--- src/rtl/kb_pkg.sv ---
// Shared definitions for the PS/2 Set-2 scan-code sequencer.
// Key codes, prefix and ignored-byte constants, FSM state encoding
// and a decoder mapping {extended, code} onto the packed {p2, p1} key vector.
package kb_pkg;

  // Player 1: all non-extended
  localparam logic [7:0] KC_P1_UP    = 8'h1D;  // W
  localparam logic [7:0] KC_P1_DOWN  = 8'h1B;  // S
  localparam logic [7:0] KC_P1_LEFT  = 8'h1C;  // A
  localparam logic [7:0] KC_P1_RIGHT = 8'h23;  // D
  localparam logic [7:0] KC_P1_FIRE  = 8'h3B;  // J

  // Player 2: movement is extended (arrow keys), shoot is non-extended
  localparam logic [7:0] KC_P2_UP    = 8'h75;
  localparam logic [7:0] KC_P2_DOWN  = 8'h72;
  localparam logic [7:0] KC_P2_LEFT  = 8'h6B;
  localparam logic [7:0] KC_P2_RIGHT = 8'h74;
  localparam logic [7:0] KC_P2_FIRE  = 8'h4C;  // ;

  localparam logic [7:0] PFX_EXT = 8'hE0;
  localparam logic [7:0] PFX_BRK = 8'hF0;

  // Keyboard status / pause bytes that carry no key information
  localparam logic [7:0] IGN_E1 = 8'hE1;
  localparam logic [7:0] IGN_AA = 8'hAA;
  localparam logic [7:0] IGN_FA = 8'hFA;
  localparam logic [7:0] IGN_EE = 8'hEE;
  localparam logic [7:0] IGN_FE = 8'hFE;
  localparam logic [7:0] IGN_00 = 8'h00;
  localparam logic [7:0] IGN_FF = 8'hFF;

  typedef enum logic [1:0] {
    ST_IDLE    = 2'd0,
    ST_EXT     = 2'd1,
    ST_BRK     = 2'd2,
    ST_EXT_BRK = 2'd3
  } kb_state_t;

  function automatic logic is_ignored(input logic [7:0] code);
    return (code == IGN_E1) || (code == IGN_AA) || (code == IGN_FA) ||
           (code == IGN_EE) || (code == IGN_FE) || (code == IGN_00) ||
           (code == IGN_FF);
  endfunction

  // One-hot mask into {p2[4:0], p1[4:0]}; zero for unmapped codes.
  // The extended flag is part of the match, so bare 75 (keypad 8) misses.
  function automatic logic [9:0] key_mask(input logic [7:0] code, input logic ext);
    logic [9:0] m;
    m = '0;
    if (!ext) begin
      case (code)
        KC_P1_UP:    m[0] = 1'b1;
        KC_P1_DOWN:  m[1] = 1'b1;
        KC_P1_LEFT:  m[2] = 1'b1;
        KC_P1_RIGHT: m[3] = 1'b1;
        KC_P1_FIRE:  m[4] = 1'b1;
        KC_P2_FIRE:  m[9] = 1'b1;
        default:     m = '0;
      endcase
    end else begin
      case (code)
        KC_P2_UP:    m[5] = 1'b1;
        KC_P2_DOWN:  m[6] = 1'b1;
        KC_P2_LEFT:  m[7] = 1'b1;
        KC_P2_RIGHT: m[8] = 1'b1;
        default:     m = '0;
      endcase
    end
    return m;
  endfunction

endpackage

--- src/rtl/fire_limiter.sv ---
// Rate limiter turning a held shoot key into periodic single-cycle fire pulses.
// Latency: fire registered one edge after hold is seen with the counter at zero.
// Backpressure: none; the pulse is fire-and-forget.
// Ports: board_clk, reset (async active-low), hold (shoot key held), fire (pulse).
module fire_limiter #(
  parameter int unsigned FIRE_COOLDOWN = 5_000_000,
  parameter int unsigned CD_W          = 24
) (
  input  logic board_clk,
  input  logic reset,
  input  logic hold,
  output logic fire
);

  localparam logic [CD_W-1:0] CD_LOAD = CD_W'(FIRE_COOLDOWN - 1);

  logic [CD_W-1:0] cnt;

  // Releasing hold leaves the counter running, so tapping the key
  // cannot beat the cooldown.
  always_ff @(posedge board_clk or negedge reset) begin
    if (!reset) begin
      cnt  <= '0;
      fire <= 1'b0;
    end else if (hold && (cnt == '0)) begin
      cnt  <= CD_LOAD;
      fire <= 1'b1;
    end else begin
      fire <= 1'b0;
      if (cnt != '0) cnt <= cnt - CD_W'(1);
    end
  end

endmodule

--- src/rtl/kb_seq_ctrl.sv ---
// PS/2 Set-2 scan-code sequencer: E0/F0 prefix FSM, per-player held-key vectors, fire limiters.
// Latency: key vectors one edge after the byte strobe; fire one further edge; proto_err one edge.
// Backpressure: none; the receiver cannot be stalled, so every strobed byte is consumed that cycle.
// Ports: board_clk, reset (async active-low), rx_valid/rx_data (byte strobe),
//        p1/p2 (held keys up,down,left,right,shoot), p1_fire/p2_fire, proto_err.
module kb_seq_ctrl
  import kb_pkg::*;
#(
  parameter int unsigned FIRE_COOLDOWN  = 5_000_000,
  parameter int unsigned PREFIX_TIMEOUT = 1_000_000,
  parameter int unsigned CD_W           = 24
) (
  input  logic       board_clk,
  input  logic       reset,
  input  logic       rx_valid,
  input  logic [7:0] rx_data,
  output logic [4:0] p1,
  output logic [4:0] p2,
  output logic       p1_fire,
  output logic       p2_fire,
  output logic       proto_err
);

  localparam logic [CD_W-1:0] TMO_LAST = CD_W'(PREFIX_TIMEOUT - 1);

  kb_state_t       state;
  logic [CD_W-1:0] tmo_cnt;

  always_ff @(posedge board_clk or negedge reset) begin
    if (!reset) begin
      state     <= ST_IDLE;
      tmo_cnt   <= '0;
      p1        <= '0;
      p2        <= '0;
      proto_err <= 1'b0;
    end else begin
      proto_err <= 1'b0;
      if (rx_valid) begin
        tmo_cnt <= '0;
        unique case (state)
          ST_IDLE: begin
            if (rx_data == PFX_EXT)      state <= ST_EXT;
            else if (rx_data == PFX_BRK) state <= ST_BRK;
            else if (!is_ignored(rx_data))
              {p2, p1} <= {p2, p1} | key_mask(rx_data, 1'b0);
          end
          ST_EXT: begin
            // A repeated E0 is flagged but keeps the extended context alive
            if (rx_data == PFX_BRK) begin
              state <= ST_EXT_BRK;
            end else if (rx_data == PFX_EXT) begin
              proto_err <= 1'b1;
            end else begin
              {p2, p1} <= {p2, p1} | key_mask(rx_data, 1'b1);
              state    <= ST_IDLE;
            end
          end
          ST_BRK, ST_EXT_BRK: begin
            state <= ST_IDLE;
            if (rx_data == PFX_EXT || rx_data == PFX_BRK)
              proto_err <= 1'b1;
            else
              {p2, p1} <= {p2, p1} & ~key_mask(rx_data, state == ST_EXT_BRK);
          end
        endcase
      end else if (state != ST_IDLE) begin
        // Abandon a prefix whose follow-up byte never arrives
        if (tmo_cnt == TMO_LAST) begin
          state     <= ST_IDLE;
          tmo_cnt   <= '0;
          proto_err <= 1'b1;
        end else begin
          tmo_cnt <= tmo_cnt + CD_W'(1);
        end
      end else begin
        tmo_cnt <= '0;
      end
    end
  end

  fire_limiter #(
    .FIRE_COOLDOWN (FIRE_COOLDOWN),
    .CD_W          (CD_W)
  ) u_fire_p1 (
    .board_clk (board_clk),
    .reset     (reset),
    .hold      (p1[4]),
    .fire      (p1_fire)
  );

  fire_limiter #(
    .FIRE_COOLDOWN (FIRE_COOLDOWN),
    .CD_W          (CD_W)
  ) u_fire_p2 (
    .board_clk (board_clk),
    .reset     (reset),
    .hold      (p2[4]),
    .fire      (p2_fire)
  );

endmodule
--- config.mk ---
export PLATFORM = sky130hd
export DESIGN_NAME = kb_seq_ctrl
export DESIGN_NICKNAME = d
export VERILOG_FILES = /design/src/rtl/kb_pkg.sv /design/src/rtl/fire_limiter.sv /design/src/rtl/kb_seq_ctrl.sv
export SDC_FILE = /design/constraint.sdc
export NUM_CORES = 1
export LEC_CHECK = 0
export CORE_MARGIN = 8
export CORE_UTILIZATION = 59
export CTS_CLUSTER_DIAMETER = 150
export CTS_CLUSTER_SIZE = 20
export DETAILED_ROUTE_END_ITERATION = 7
export GPL_ROUTABILITY_DRIVEN = 0
export GPL_TIMING_DRIVEN = 1
export PLACE_DENSITY_LB_ADDON = 0.05
export SYNTH_ARGS = -nofsm -noshare
export SYNTH_HDL_FRONTEND = slang
export SYNTH_SLANG_ARGS = --single-unit
--- constraint.sdc ---
create_clock -name board_clk -period 4.1 [get_ports board_clk]
set_input_delay 1.23 -clock board_clk [delete_from_list [all_inputs] [get_ports board_clk]]
set_output_delay 1.23 -clock board_clk [all_outputs]
set_load 0.02 [all_outputs]
==> reports/metrics.cfg, run 1 <==
[cells_and_area]
syn2layout_area_growth_pct = 11.5
sequential_cell_area_um2 = 2180
nFillCells = 584
num_antenna_cells = 0
multi_input_area_um2 = 2040
utilization_pct = 67.1
final_layout_size_suffix_gt1_share_pct = 7.11
stdcell_area_um2 = 4810
nets = 473

[setup_path]
cp_slowest_cell = clkdlybuf4s50_1
arrival_ns = 1.66
critPathLaunchType = flip-flop
worstPathRequired_ns = 2.87
crit_type = reg -> out
slowest_delay_ns = 0.69
worstPathMaxFanout = 9
critPathBufInv = 1
path_cells = clkdlybuf4s50_1
path_delay_family = buffers and inverters
endpoint_kind = output port

[sta]
finalMaxSlewViolations = 0
setup_viol = 0
rsz0062_at_grt = false
fin_crit_ns = 2.89
slew-limit-headroom_pct = 36.1
hold_viol = 0
fmax_mhz = 346
whs_ns = 0.469
finalCritPeriodShare_pct = 70.4
fin_skew_ns = 0.00545
tightest_slew_ns = 0.949
finalSetupTns_ns = 0

[cts]
clk_latency_ns = 0.35
root_buffer = clkbuf_8
htree_num_levels = 3
clock_sinks = 87
cts_setup_buffers = 0
cts_buffers = 9
hold_buffers = 0
post_cts_resized = 0
clkTransAtPathRegs_ns = 0.08
cts_max_path_buffers = 2
tritoncts = yes

[synth]
yosys_register_bits = 87
synth.avg_cell_area_um2 = 9.99
synthFlopType = dfrtp_1
synth_edf_count = 0
synthCells = 432
ys_warn_count = 0
synth.distinct_cells = 54
synth_nets = 446
synthArstFlopShare_pct = 100
syn_area_um2 = 4310
synth-seq-area-share_pct = 50.5

[pwr]
p_int_mw = 1.55
p_clk_share_pct = 22.4
ir_drop_uv = 181
switching_share_pct = 34.8
seqPwrFrac_pct = 53.2
pwr-share-comb_pct = 24.4
power_switching_uw = 829
p_leak_nw = 2.00
power.density_nw_per_um2 = 495
power_mw = 2.38

[grt]
grt.total_usage_pct = 17.2
grt_pass1_vias = 3164
grt_max_degree = 50
antenna_found_initial = 0
grt_pass1_wl_um = 14300
grt_remaining_overflow = 0

[die]
start_util_pct = 60.1
die_w_um = 102
die_area_um2 = 10300
rows = 31
core_area_um2 = 7180
die_h_um = 102
io_pins = 24

[drt]
met3WireLength_um = 338
wirelength_um = 7990
top_layer = met4
ant_nets = 0
wl_per_cell_um = 14.2
drc = 0
vias = 3250
wl_met1_um = 3870
drtIter0Drc = 115
drt_first_pass_iters = 5
wl_met2_um = 3720
via_per_inst = 5.77

[flow_run]
max_cap_viol_count = 0

[status]
status = finished, final reports clean

[place]
io_buffer_count = 23
dp_hpwl_um = 5610
dpl_cell_area_um2 = 4640

[min_path]
holdCritPathClass = reg -> reg

==> cell families after synthesis <==
| group | synth area share [%] |
|---|---|
| adder cells (fa/ha/maj) | 0.870 |
| AND/OR/NAND/NOR | 27.3 |
| flip-flops | 50.5 |
| AO/OA/AOI/OAI | 7.60 |
| multiplexers | 2.47 |
| buffers and inverters | 2.15 |
| XOR/XNOR | 9.14 |
==> worst register-to-register path: cells and delay by family (launching register included) <==
kind               cells  cell delay, ns
and+or+nand+nor        4            1.62
AOI/OAI and AO/OA      1            0.19
DFF                    1            0.45
==> cells in the final DEF (no fill, tap or decap), types with 2 or more instances in the layout <==
cell type        count
dfrtp_1             87
nor2_1              58
nand2_1             28
nor3_1              28
xor2_1              27
clkdlybuf4s50_1     22
nand3_1             21
nor4_1              18
xnor2_1             18
nand4_1             14
inv_1               13
o21ai_0             10
clkbuf_8            10
o31ai_1              9
mux2i_1              8
or3_1                7
nand2b_1             6
a211oi_1             5
a21o_1               5
a21oi_1              4
a31oi_1              4
nor4_2               3
or4_1                3
nand4b_1             3
and3_1               3
nor2b_1              3
nor4b_1              3
nor3b_1              3
o41ai_1              3
ha_1                 3
buf_4                3
nor2_2               2
nor2_4               2
a32oi_1              2
clkbuf_1             2
==> through the flow <==
step / std cells / worst slack, ns
final: 563 / 1.21
after global routing: 563 / 1.00
after CTS: 563 / 1.18
after detailed placement: 547 / 0.991
after global placement: 547 / 0.977
after floorplan: 432 / 1.66
==> area by class of cell <==
class	count	share of cell area, %
Timing Repair Buffer	25	5.04
Tap cell	99	2.57
Clock inverter	4	0.624
Sequential cell	87	45.2
Multi-Input combinational cell	323	42.5
Clock buffer	12	3.02
Inverter	13	1.01
==> sequential cells by signal, summed over array words and instances (netlist names) <==
signal and count:
u_fire_p2.fire 1, u_fire_p1.cnt 24, u_fire_p1.fire 1, p1 5, state 2, u_fire_p2.cnt 24
p2 5, tmo_cnt 24, proto_err 1
==> layer usage <==
| layer | GRT usage [%] | vias up |
|---|---|---|
| li1 | - | 1613 |
| met1 | 22.0 | 1582 |
| met2 | 27.6 | 49 |
| met3 | 5.64 | 6 |
| met4 | 4.47 | 0 |
| met5 | 0 | - |
==> cell usage after synthesis (all sizes together), types with 5 or more instances <==
library cell	n	area (µm²)
mux2i	8	80.1
xor2	27	236
clkbuf	5	18.8
o21ai	11	55.1
inv	13	48.8
dfrtp	87	2180
xnor2	18	158
a211oi	5	37.5
nand3	22	115
nand4	15	100
nand2b	6	37.5
o31ai	9	67.6
a21o	5	37.5
nor4	22	171
nand2	28	105
or3	8	55.1
nor3	29	150
nor2	62	253
==> power by group through the flow <==
stage	Clock, mW	Sequential (mW)	Combinational, mW
floorplan	0	1.24	0.470
global placement	0	1.27	0.568
detailed placement	0	1.28	0.587
CTS	0.556	1.27	0.587
global route	0.596	1.30	0.664
finish	0.533	1.27	0.581
==> path summary, 6_finish.rpt <==
kind / slack, ns / start / end / cells past startpoint
hold / removal: 0.47 / u_fire_p2.cnt[21]$_DFFE_PN0P_ / u_fire_p2.cnt[21]$_DFFE_PN0P_ / 1
setup reg to reg: 1.70 / tmo_cnt[10]$_DFF_PN0_ / tmo_cnt[18]$_DFF_PN0_ / 5
setup / recovery: 1.21 / p1[4]$_DFFE_PN0P_ / p1[4] / 1
hold reg to reg: 0.47 / u_fire_p2.cnt[21]$_DFFE_PN0P_ / u_fire_p2.cnt[21]$_DFFE_PN0P_ / 1
min in group asynchronous: 0.86 / reset / u_fire_p1.cnt[9]$_DFFE_PN0P_ / 1
max in group asynchronous: 2.52 / reset / u_fire_p2.cnt[4]$_DFFE_PN0P_ / 2
Note: power is estimated with default switching activity, not from simulation.
==> inputs of run 2 (changes only) <==
Clock period 4.1 ns to 2.7 ns, I/O delays scaled along.
==> run 2 against run 1 <==
Against the previous run: non-clock buffer count grew 9; flip-flop and latch count is the same; clock skew grew 0.0059 ns; routed wire length grew 3.9%; largest power group unchanged.
==> reports/metrics.cfg, run 2 (synthesized netlist as in run 1, its figures left out) <==
[sta]
finalCritPeriodShare_pct = 91.2
fin_crit_ns = 2.46
slew-limit-headroom_pct = 51.3  ; +15 points
tightest_slew_ns = 0.726  ; -0.224 ns
fin_ws_ns = 0.238  ; -0.975 ns
fmax_mhz = 406
hold_viol = 0  ; unchanged
finalMaxSlewViolations = 0  ; unchanged
rsz0062_at_grt = false
finalSetupTns_ns = 0  ; unchanged
setup_viol = 0  ; unchanged
fin_skew_ns = 0.0114  ; +0.00594 ns

[cts]
cts_setup_buffers = 0  ; unchanged
clk_latency_ns = 0.35  ; about the same
post_cts_resized = 0  ; unchanged
htree_num_levels = 3  ; unchanged
root_buffer = clkbuf_8
tritoncts = yes
clkTransAtPathRegs_ns = 0.09  ; about the same
clock_sinks = 87  ; unchanged
cts_max_path_buffers = 2  ; unchanged
cts_buffers = 9  ; unchanged
hold_buffers = 0  ; unchanged

[drt]
vias = 3288  ; +1.2%
ant_nets = 0  ; unchanged
drt_first_pass_iters = 4  ; -1
wl_per_cell_um = 14.5  ; +2.2%
wirelength_um = 8300  ; +3.9%
drc = 0  ; unchanged
drtIter0Drc = 111  ; -3.5%
via_per_inst = 5.75  ; -0.42%

[pwr]
power_switching_mw = 1.28  ; +55%
p_clk_share_pct = 22.2  ; -0.2 points
switching_share_pct = 35.3  ; +0.46 points
seqPwrFrac_pct = 53.1  ; about the same
p_leak_nw = 2.05  ; +2.6%
power.density_nw_per_um2 = 744  ; +50%
p_int_mw = 2.35  ; +52%
ir_drop_uv = 269  ; +49%
pwr-share-comb_pct = 24.7  ; +0.3 points

[setup_path]
reg2reg_setup_slack_ns = 0.41  ; -1.29 ns
worstPathRequired_ns = 1.89  ; -0.98 ns
cp_slowest_cell = clkdlybuf4s50_1
endpoint_kind = output port
crit_cells = 1  ; unchanged
path_delay_family = buffers and inverters
crit_type = reg -> out
path_cells = clkdlybuf4s50_1
worstPathMaxFanout = 9  ; unchanged
critPathLaunchType = flip-flop
r2r_cells = 5  ; unchanged
arrival_ns = 1.65  ; about the same
critPathBufInv = 1  ; unchanged
slowest_delay_ns = 0.71  ; +0.02 ns

[cells_and_area]
nets = 482  ; +1.9%
final_common_cell = dfrtp_1
top_regs = tmo_cnt x24, u_fire_p1.cnt x24, u_fire_p2.cnt x24
final_layout_size_suffix_gt1_share_pct = 9.30  ; +2.2 points
utilization_pct = 68.2  ; +1.1 points
num_antenna_cells = 0  ; unchanged
nFillCells = 575  ; -1.5%
layout_common_cells = 87 x dfrtp_1, 58 x nor2_1, 28 x nand2_1, 28 x nor3_1, 27 x xor2_1
syn2layout_area_growth_pct = 13.4

[place]
io_buffer_count = 23  ; unchanged
pre_cts_slack_ns = 0.0918  ; -0.899 ns
dp_hpwl_um = 5970  ; +6.4%

[grt]
grt_max_degree = 45  ; -10%
grt.total_usage_pct = 17.6  ; +0.39 points
grt_pass1_wl_um = 14600  ; +2.2%
antenna_found_initial = 0  ; unchanged
grt_pass1_vias = 3214  ; +1.6%
grt_remaining_overflow = 0  ; unchanged

[min_path]
holdCritPathClass = in -> async

[die]
die_h_um = 102  ; unchanged
rows = 31  ; unchanged
core_area_um2 = 7180  ; unchanged
io_pins = 24  ; unchanged
die_w_um = 102  ; unchanged
start_util_pct = 60.1  ; unchanged
die_area_um2 = 10300  ; unchanged

[status]
status = finished, final reports clean

[flow_run]
max_cap_viol_count = 0  ; unchanged

## run 2: final timing paths
| check | startpoint | end |
|---|---|---|
| setup / recovery | p1[4]$_DFFE_PN0P_ | p1[4] |
| setup reg to reg | u_fire_p2.cnt[6]$_DFFE_PN0P_ | u_fire_p2.cnt[11]$_DFFE_PN0P_ |
| hold / removal | reset | u_fire_p1.cnt[7]$_DFFE_PN0P_ |
| hold reg to reg | u_fire_p2.cnt[21]$_DFFE_PN0P_ | u_fire_p2.cnt[21]$_DFFE_PN0P_ |
| min in group board_clk | u_fire_p2.cnt[21]$_DFFE_PN0P_ | u_fire_p2.cnt[21]$_DFFE_PN0P_ |
| max in group asynchronous | reset | tmo_cnt[6]$_DFF_PN0_ |
## run 2: final cells by class
type	count	area, µm²	area share [%]
clock inverter	6	36.3	0.742
multi-input combinational	323	2040	41.8
timing repair buffer	34	323	6.60
clock buffer	10	138	2.81
sequential	87	2180	44.5
inverter	13	48.8	0.998
tap	99	124	2.53
## run 2: power by group through the flow
stage	sequential, mW	combinational, mW	clock, mW
floorplan	1.88	0.713	0
detailed placement	1.95	0.901	0
global placement	1.93	0.869	0
global route	1.97	1.02	0.887
finish	1.93	0.900	0.807
CTS	1.93	0.905	0.827
## run 2: stage by stage
| stage | area (µm²) | instances | hold WS (ns) | power, mW |
|---|---|---|---|---|
| global route | 4890 | 572 | 0.485 | 3.88 |
| finish | 4890 | 572 | 0.434 | 3.64 |
| detailed placement | 4720 | 556 | 0.464 | 2.85 |
| floorplan | 4310 | 432 | 0.437 | 2.59 |
| global placement | 4720 | 556 | 0.457 | 2.80 |
| CTS | 4890 | 572 | 0.456 | 3.66 |
## run 2: per-layer routing
metal,track usage [%],wire length [µm],up-vias
li1,-,-,1631
met1,23.4,4050,1598
met2,27.6,3810,45
met3,3.37,298,14
met4,7.45,142,0
met5,0,0,-
==> inputs of run 3 (changes only) <==
Settings changed: ABC_CLOCK_PERIOD_IN_PS from default to 2700, HOLD_SLACK_MARGIN from default to 0.15, RECOVER_POWER from default to 50.
==> run 3 against run 2 <==
Against the previous run: die area unchanged; count of clock-buffer cells in the layout unchanged; design area fell by 0.56%; critical path depth unchanged; clock power about the same; hold slack improved by 0.038 ns; sequential share of layout area increased by 0.25 points; flip-flop and latch count did not move; routed wire length grew 0.37%; register-to-register slack is essentially flat.
==> reports/metrics.cfg, run 3 (synthesized netlist as in run 1, its figures left out) <==
[status]
status = finished, final reports clean

[sta]
fin_crit_ns = 2.47  ; +0.0105 ns
finalMaxSlewViolations = 0  ; unchanged
fin_skew_ns = 0.0115  ; +0.000154 ns
slew-limit-headroom_pct = 30.9  ; -20 points
rsz0062_at_grt = false
finalSetupTns_ns = 0  ; unchanged
setup_viol = 0  ; unchanged
hold_viol = 0  ; unchanged
finalCritPeriodShare_pct = 91.6  ; +0.39 points
fmax_mhz = 404  ; -0.42%
tightest_slew_ns = 1.04  ; +0.311 ns
whs_ns = 0.472  ; +0.0382 ns

[die]
die_h_um = 102  ; unchanged
start_util_pct = 60.1  ; unchanged
io_pins = 24  ; unchanged
rows = 31  ; unchanged
core_area_um2 = 7180  ; unchanged
die_area_um2 = 10300  ; unchanged
die_w_um = 102  ; unchanged

[grt]
grt_remaining_overflow = 0  ; unchanged
grt_max_degree = 45  ; unchanged
antenna_found_initial = 0  ; unchanged
grt_pass1_wl_um = 14600  ; unchanged
grt.total_usage_pct = 17.6  ; unchanged
grt_pass1_vias = 3214  ; unchanged

[cts]
clk_latency_ns = 0.35  ; about the same
cts_buffers = 9  ; unchanged
tritoncts = yes
cts_setup_buffers = 0  ; unchanged
clkTransAtPathRegs_ns = 0.08  ; about the same
post_cts_resized = 0  ; unchanged
clock_sinks = 87  ; unchanged
htree_num_levels = 3  ; unchanged
cts_max_path_buffers = 2  ; unchanged
hold_buffers = 0  ; unchanged
root_buffer = clkbuf_8

[cells_and_area]
instances_no_fill = 572  ; unchanged
utilization_pct = 67.8  ; -0.38 points
final_common_cell = dfrtp_1
nFillCells = 582  ; +1.2%
final_layout_size_suffix_gt1_share_pct = 8.67  ; -0.63 points
stdcell_area_um2 = 4860  ; -0.56%
sequential_cell_area_um2 = 2180  ; unchanged
multi_input_area_um2 = 2040  ; -0.12%
nets = 482  ; unchanged
syn2layout_area_growth_pct = 12.7
top_regs = tmo_cnt x24, u_fire_p1.cnt x24, u_fire_p2.cnt x24
layout_common_cells = 87 x dfrtp_1, 59 x nor2_1, 28 x nand2_1, 28 x nor3_1, 27 x xor2_1
num_antenna_cells = 0  ; unchanged

[pwr]
p_leak_nw = 2.04  ; -0.66%
power.density_nw_per_um2 = 746  ; +0.31%
ir_drop_uv = 269  ; about the same

[setup_path]
r2r_cells = 5  ; unchanged
reg2reg_setup_slack_ns = 0.42  ; about the same
critPathLaunchType = flip-flop
path_delay_family = buffers and inverters
slowest_delay_ns = 0.71  ; about the same
worstPathMaxFanout = 9  ; unchanged
endpoint_kind = output port
crit_path_end = p1[4]
critPathBufInv = 1  ; unchanged
worstReg2RegStart = u_fire_p2.cnt[6]$_DFFE_PN0P_
crit_cells = 1  ; unchanged
crit_type = reg -> out
path_cells = clkdlybuf4s50_1
worstPathRequired_ns = 1.89  ; about the same
reg2reg_to = u_fire_p2.cnt[11]$_DFFE_PN0P_
arrival_ns = 1.66  ; about the same
cp_slowest_cell = clkdlybuf4s50_1
worstSetupStartpoint = p1[4]$_DFFE_PN0P_

[drt]
vias = 3308  ; +0.61%
ant_nets = 0  ; unchanged
via_per_inst = 5.78  ; +0.61%
wirelength_um = 8330  ; +0.37%
drt_first_pass_iters = 4  ; unchanged
wl_per_cell_um = 14.6  ; +0.37%
drc = 0  ; unchanged
drtIter0Drc = 119  ; +7.2%

[flow_run]
max_cap_viol_count = 0  ; unchanged

[place]
dp_hpwl_um = 5970  ; unchanged
io_buffer_count = 23  ; unchanged
dpl_cell_area_um2 = 4720  ; unchanged
dp.cells = 556  ; unchanged

[min_path]
holdCritPathClass = reg -> reg

## run 3: cell types whose count changed in the layout (fill, tap and decap cells not counted), sizes merged
cell	change
buf	-4
clkbuf	+4
clkdlybuf4s50	-1
dlygate4sd3	+1
## run 3: where the power goes
group	switching [mW]	leakage [nW]	internal, mW
clock network	0.454	0.0918	0.354
registers	0.342	1.14	1.59
logic	0.483	0.806	0.406
total	1.28	2.04	2.35
## run 3: metal layers
layer  track usage, %  share of wire, %
met3             3.37               3.8
met2             27.6                46
met4             7.45               1.7
met5                0                 0
met1             23.4                49
## run 3: layout make-up
type | count | share of cell area [%]
Clock buffer | 10 | 2.83
Sequential cell | 87 | 44.8
Tap cell | 99 | 2.55
Inverter | 13 | 1.00
Timing Repair Buffer | 34 | 6.12
Clock inverter | 6 | 0.746
Multi-Input combinational cell | 323 | 42.0
## run 3: how the worst min path moves through the flow
stage,start,end,slack [ns],depth (start not counted)
detailed placement,u_fire_p2.cnt[21]$_DFFE_PN0P_,u_fire_p2.cnt[21]$_DFFE_PN0P_,0.46,1
finish,u_fire_p2.cnt[21]$_DFFE_PN0P_,u_fire_p2.cnt[21]$_DFFE_PN0P_,0.47,1
CTS,reset,u_fire_p1.cnt[7]$_DFFE_PN0P_,0.46,1
floorplan,u_fire_p1.cnt[19]$_DFFE_PN0P_,u_fire_p1.cnt[19]$_DFFE_PN0P_,0.44,1
global placement,u_fire_p2.cnt[21]$_DFFE_PN0P_,u_fire_p2.cnt[21]$_DFFE_PN0P_,0.46,1
global route,u_fire_p2.cnt[23]$_DFFE_PN0P_,u_fire_p2.cnt[23]$_DFFE_PN0P_,0.50,1
## run 3: stage by stage
step	total power [mW]	worst slack [ns]
global route	3.88	0.172
floorplan	2.59	0.678
finish	3.63	0.227
detailed placement	2.85	0.0918
global placement	2.80	0.232
CTS	3.66	0.205
